`src/rtl/truth_table_sweeper.sv`:
```
// truth_table_sweeper
// Clocked stimulus/response engine for an N-input, 1-output combinational
// gate. It walks x_out through every input vector, holds each vector for
// SETTLE+1 cycles, samples s_in on the last edge of that window, and checks
// the sample against the EXPECT truth table.
//
// Optional build macro: SWEEP_STOP_ON_ERR_EN. When it is defined, the sweep
// ends at the first mismatching sample. When it is undefined, all 2^N vectors
// are always swept.
//
// Handshake: start is a level that is sampled only while the engine is idle,
// which means state IDLE or DONE with busy low. A start seen while busy is
// high is dropped. done stays high from the end of a sweep until the next
// accepted start or rst. pass, err_count, first_err_vec and resp are final
// whenever done is high.
//
// fsm_state exposes the controller state: 0 IDLE, 1 DRIVE, 2 SAMPLE, 3 DONE.
// busy and done are registered, so they change one edge after the FSM
// reaches DONE.
module truth_table_sweeper #(
  parameter int                    N      = 2,
  parameter logic [(2**N)-1:0]     EXPECT = '0,
  parameter int                    SETTLE = 1
) (
  input  logic                clk,
  input  logic                rst,
  input  logic                start,
  output logic [N-1:0]        x_out,
  input  logic                s_in,
  output logic                busy,
  output logic                done,
  output logic                pass,
  output logic [N:0]          err_count,
  output logic [N-1:0]        first_err_vec,
  output logic [(2**N)-1:0]   resp,
  output logic [1:0]          fsm_state
);

  typedef enum logic [1:0] {
    ST_IDLE   = 2'd0,
    ST_DRIVE  = 2'd1,
    ST_SAMPLE = 2'd2,
    ST_DONE   = 2'd3
  } state_t;

  localparam logic [N-1:0] VEC_ONE = N'(1);
  localparam logic [N:0]   ERR_ONE = (N+1)'(1);
  localparam logic [7:0]   CNT_END = 8'(SETTLE - 1);

  state_t     state;
  state_t     next_state;
  logic [7:0] cnt;

  logic accept;
  logic sample;
  logic mismatch;
  logic last_vec;
  logic settle_end;
  logic stop_now;
  logic finish;

  // x_out doubles as the current vector index.
  assign last_vec = &x_out;

`ifdef SWEEP_STOP_ON_ERR_EN
  assign stop_now = mismatch;
`else
  assign stop_now = 1'b0;
`endif

  // Controller state register.
  always_ff @(posedge clk) begin
    if (rst) state <= ST_IDLE;
    else     state <= next_state;
  end

  // Next-state decode.
  always_comb begin
    next_state = state;
    case (state)
      ST_IDLE, ST_DONE: if (accept) next_state = ST_DRIVE;
      ST_DRIVE:         if (settle_end) next_state = ST_SAMPLE;
      ST_SAMPLE:        next_state = (last_vec || stop_now) ? ST_DONE : ST_DRIVE;
      default:          next_state = ST_IDLE;
    endcase
  end

  // Control strobes derived from the current state.
  always_comb begin
    accept     = 1'b0;
    sample     = 1'b0;
    settle_end = 1'b0;
    finish     = 1'b0;
    case (state)
      ST_IDLE:   accept = start && !busy;
      ST_DONE: begin
        accept = start && !busy;
        finish = busy;
      end
      ST_DRIVE:  settle_end = (cnt == CNT_END);
      ST_SAMPLE: sample = 1'b1;
      default: ;
    endcase
    mismatch = sample && (s_in != EXPECT[x_out]);
    fsm_state = state;
  end

  // Vector, settle counter, response capture and result registers.
  always_ff @(posedge clk) begin
    if (rst) begin
      x_out         <= '0;
      cnt           <= '0;
      busy          <= 1'b0;
      done          <= 1'b0;
      pass          <= 1'b0;
      err_count     <= '0;
      first_err_vec <= '0;
      resp          <= '0;
    end else begin
      if (accept) begin
        x_out         <= '0;
        cnt           <= '0;
        busy          <= 1'b1;
        done          <= 1'b0;
        pass          <= 1'b0;
        err_count     <= '0;
        first_err_vec <= '0;
        resp          <= '0;
      end
      if (state == ST_DRIVE) cnt <= cnt + 8'd1;
      if (sample) begin
        resp[x_out] <= s_in;
        if (mismatch) begin
          err_count <= err_count + ERR_ONE;
          if (err_count == '0) first_err_vec <= x_out;
        end
        // The vector index stops at the last vector and never wraps.
        if (!last_vec && !stop_now) begin
          x_out <= x_out + VEC_ONE;
          cnt   <= '0;
        end
      end
      if (finish) begin
        busy <= 1'b0;
        done <= 1'b1;
        pass <= (err_count == '0);
      end
    end
  end

endmodule

```
`config.mk`:
```
export PLATFORM = sky130hd
export DESIGN_NAME = truth_table_sweeper
export DESIGN_NICKNAME = d
export VERILOG_FILES = /design/src/rtl/truth_table_sweeper.sv
export SDC_FILE = /design/constraint.sdc
export NUM_CORES = 1
export LEC_CHECK = 0
export BUFFER_PORTS_ARGS = -buffer_cell sky130_fd_sc_hd__buf_2
export CORE_MARGIN = 3
export CORE_UTILIZATION = 45
export CTS_BUF_LIST = sky130_fd_sc_hd__clkbuf_8
export DETAILED_ROUTE_END_ITERATION = 16
export PLACE_DENSITY = 0.7
export SLEW_MARGIN = 0
export SYNTH_ARGS = -nofsm -noshare
export SYNTH_HDL_FRONTEND = slang
export SYNTH_SLANG_ARGS = --single-unit
export TNS_END_PERCENT = 1
```
`constraint.sdc`:
```
create_clock -name clk -period 1.33 [get_ports clk]
set_input_delay 0.0665 -clock clk [delete_from_list [all_inputs] [get_ports clk]]
set_output_delay 0.0665 -clock clk [all_outputs]
set_load 0.01 [all_outputs]
```
==> results.md <==
- The flow ran to the end, but the final reports show violations.
- The final reports fail on negative setup slack.
- The first global-routing pass estimated 4890 um of wire.
- In the final routed layout, each cell accounts on average for 13.6 um.
- The final-report setup violation count is 9.
- The aggregate routed wire length is 2920 um.
- For this run, the number of standard cells in the final layout without fillers is 215.
- The routed layout has 1169 vias.
- The wire length on met3 is 94 um.
- The tree is rooted in a sky130_fd_sc_hd__clkbuf_8.
- The dominant cell type by area after synthesis is sky130_fd_sc_hd__dfxtp_1.
- After layout, the worst setup slack is -0.0802 ns.
- The pin slew with the least headroom to its limit is 0.325 ns.
- The source-to-sink clock delay at the later pin of the worst-skew pair is 0.26 ns.
- 0 antenna diodes ended up in the layout.
- Fill cells in the final layout number around 210.
- The number of flops mapped to enable cells by yosys is 0.
- In the routed layout, each cell is associated on average with a via count of 5.44.
- The number of global-route vias before repair is 1092.
- The region available for standard cell placement spans about 0.0026 sq mm.
- After clock tree synthesis, the flow added hold-fix buffers numbering 0.
- The power density over the cells is around 1400 mW/mm^2.
- TritonCTS built the clock tree.
- For this run, the slowest stage of the critical path takes approximately 0.39 ns.
- The sequential element share of the synthesized area is between 30% and 40%.
- Measured along the x axis, the die boundary spans 58.9 um.
- In the layout the commonest cells are sky130_fd_sc_hd__dfxtp_1, sky130_fd_sc_hd__buf_2, sky130_fd_sc_hd__buf_4, sky130_fd_sc_hd__nand3_1, sky130_fd_sc_hd__nor2_1.
- Input and output buffers added on the ports amount to 19.
- The worst endpoint data arrival time is 1.61 ns.
- For the worst setup path, the data required time is 1.53 ns.
- The clock transition at the registers of the reported paths is 0.08 ns.
- The total negative setup slack is -0.385 ns.
- Sorting the synthesized cells by area gives the leading types as sky130_fd_sc_hd__dfxtp_1, sky130_fd_sc_hd__ha_1, sky130_fd_sc_hd__nand3_1.
- The share of cells above drive strength 1 is 38.9%.
- In this run the worst path has a maximum fanout of 4.
- The design draws 0.00244 W.
- In this run, CTS created clock tree buffers numbering 3.
- In the synthesized netlist the dominant register cell turns out to be sky130_fd_sc_hd__dfxtp_1.
- For the finished layout, the period the worst path requires is 1.41 ns.
- The maximum clock frequency is 0.709 GHz.
- The number of cells after detailed placement is roughly 210.
- Counting every net in the synthesized netlist gives 165.
- At the end of routability-driven placement, the weighted congestion stood at 0.776.
- After layout, the worst path uses 106% of the clock period.
- Traced cell by cell, the critical path runs through inv_2, ha_4, nor4b_4, a21boi_2, or3_1, a21oi_2.
- The vertical extent of the die is 58.9 um.
- The total grt overflow is 0.
- Across the run, the number of max-cap violations was 0.
- The synthesized flop and latch total is 24.
- The number of distinct library cell variants in the gate-level netlist after synthesis is 35.
- In this run the deepest clock path goes through 2 buffers.
- For this run, the detailed router's first-pass iteration total came to 4.
- The worst setup path is launched from a flop.
- The wire length the detailed router placed on met1 is about 1400 um.
- Detailed routing placed a total of around 1400 um of wire on met2.
- The HPWL after detailed placement is between 2000 and 2500 um.
- Across the whole layout, storage elements account for approximately 500 sq um.
- The setup path with the least slack is of type reg2reg.
- Summing all multi-input logic gate instances after layout gives 807 sq um.
- The hold violation count in the final report came to 0.
- Counting cells, the worst reg-to-reg path comes to 6.
- The yosys synthesis warning count is 0.
- Setup repair after global routing could not meet its margin everywhere.
- The die footprint is 0.00347 sq mm.
- Once detail routing completed, the nets flagged for antenna violations numbered 0.
- Along the worst hold path, the cell count comes to 3.
- The count of H-tree levels built during CTS is 1.
- The mean instance size in the synthesized netlist is 8.51 sq um.
- The worst-case IR drop observed on VDD is 1.04 mV.
- Between clock sinks in the finished design, the worst skew comes to 0.00117 ns.
- After technology mapping, the gate count stands at roughly 150.
- The largest net degree at the start of global routing is 19.
- The number of slew-limit violations in the final report came to 0.
- In this run the count of I/O pins placed on the die edge is 20.
- The final net count is 203.
- The DRC violation count after routing is 0.
- Routed signal wires occupy layers up through met4.
- STA classifies the critical path endpoint as a flop.
- The synthesis-to-layout area growth is 34.4%.
- The share of synthesized area in the top cell type comes to 38.1%.
- The number of antenna violations at the first check in global routing is 0.
- The kind of path behind the tightest hold check is in2reg.
- For this run, asynchronously set or reset flops after synthesis account for 0%.
- The static leakage is 0.696 nW.
- The relative slew slack is 78.4%.
- The floorplan row count is 18.
- Summing every instance area after synthesis gives 0.00126 sq mm.
- The global-route usage over all layers is between 15 and 20%.
- The effective utilization at floorplan is 49.1%.
- The tree built by TritonCTS fans out to 24 sinks.
- The DRC marker count from the first detailed-route iteration is 49.
- The highest-delay cell along the critical path is sky130_fd_sc_hd__or3_1.
-- registers in the layout, indices dropped and copies added, names as in the netlist --
register,flops
busy,1
x_out,2
pass,1
done,1
fsm_state,2
resp,4
first_err_vec,2
cnt,8
err_count,3
-- cell families after synthesis --
| family | Yosys count | share of synthesized area, % |
|---|---|---|
| buffers and inverters | 15 | 5.36 |
| AOI/OAI and AO/OA | 33 | 15.6 |
| xor gates and xnor gates | 1 | 0.695 |
| and+or+nand+nor | 60 | 25.6 |
| muxes | 2 | 1.69 |
| DFF | 24 | 38.1 |
| adders and majority gates | 13 | 12.9 |
-- power breakdown --
part / internal, W / leakage, nW / total (W) / switching (W)
clock: 0.000402 / 0.0357 / 0.000631 / 0.000229
sequential: 0.000788 / 0.197 / 0.000852 / 0.0000647
combinational: 0.000470 / 0.464 / 0.000957 / 0.000486
total: 0.00166 / 0.696 / 0.00244 / 0.000780
-- stage by stage --
| stage | setup slack (ns) | hold slack (ns) | utilization [%] | cell area (sq um) |
|---|---|---|---|---|
| after detailed placement | -0.125 | 0.400 | 59.2 | 1520 |
| final | -0.0802 | 0.119 | 65.9 | 1690 |
| after global placement | -0.0365 | 0.398 | 59.2 | 1520 |
| after CTS | -0.0639 | 0.116 | 64.5 | 1660 |
| after global routing | -0.171 | 0.132 | 65.9 | 1690 |
| after floorplan | -0.0250 | 0.228 | - | 1300 |
-- synth_stat cells (3+ instances only) --
master                      n
sky130_fd_sc_hd__dfxtp_1   24
sky130_fd_sc_hd__nand3_1   17
sky130_fd_sc_hd__a21oi_1   16
sky130_fd_sc_hd__nor2_1    15
sky130_fd_sc_hd__ha_1      13
sky130_fd_sc_hd__inv_1      9
sky130_fd_sc_hd__nand2_1    8
sky130_fd_sc_hd__o21ai_0    4
sky130_fd_sc_hd__clkbuf_1   3
sky130_fd_sc_hd__nand2b_1   3
sky130_fd_sc_hd__nand3b_1   3
-- worst paths after layout --
path / slack, ns / end / startpoint
max reg2reg: -0.08 / fsm_state[1] / cnt[0]
min reg2reg: 0.46 / done / done
min: 0.12 / resp[2] / s_in
max: -0.08 / fsm_state[1] / cnt[0]
-- worst max-delay path: cells and delay by family, from the launching register on --
kind            cells  cell delay [ns]
simple gates        2             0.58
fa+ha+maj           1             0.12
buf+inv             1             0.07
compound gates      2             0.23
flops               1             0.34
-- what timing repair did --
item	4_1_cts	5_1_grt
endpoints found under the setup margin	14	20
pin swaps	10	5
resized for setup	16	10
setup buffers	2	1
-- final cells by class --
cell class | count | area share [%]
well taps | 30 | 2.22
repair buffers | 39 | 14.7
clock buffers | 3 | 2.44
multi-input cells | 109 | 47.7
inverters | 9 | 2.14
clock inverters | 1 | 1.77
flip-flops and latches | 24 | 29.0
-- metal layers --
layer / global-route usage [%] / up-vias
li1: - / 591
met1: 24.4 / 544
met2: 29.5 / 26
met3: 2.19 / 8
met4: 8.74 / 0
met5: 0 / -
Power figures use the tool's default switching activity.
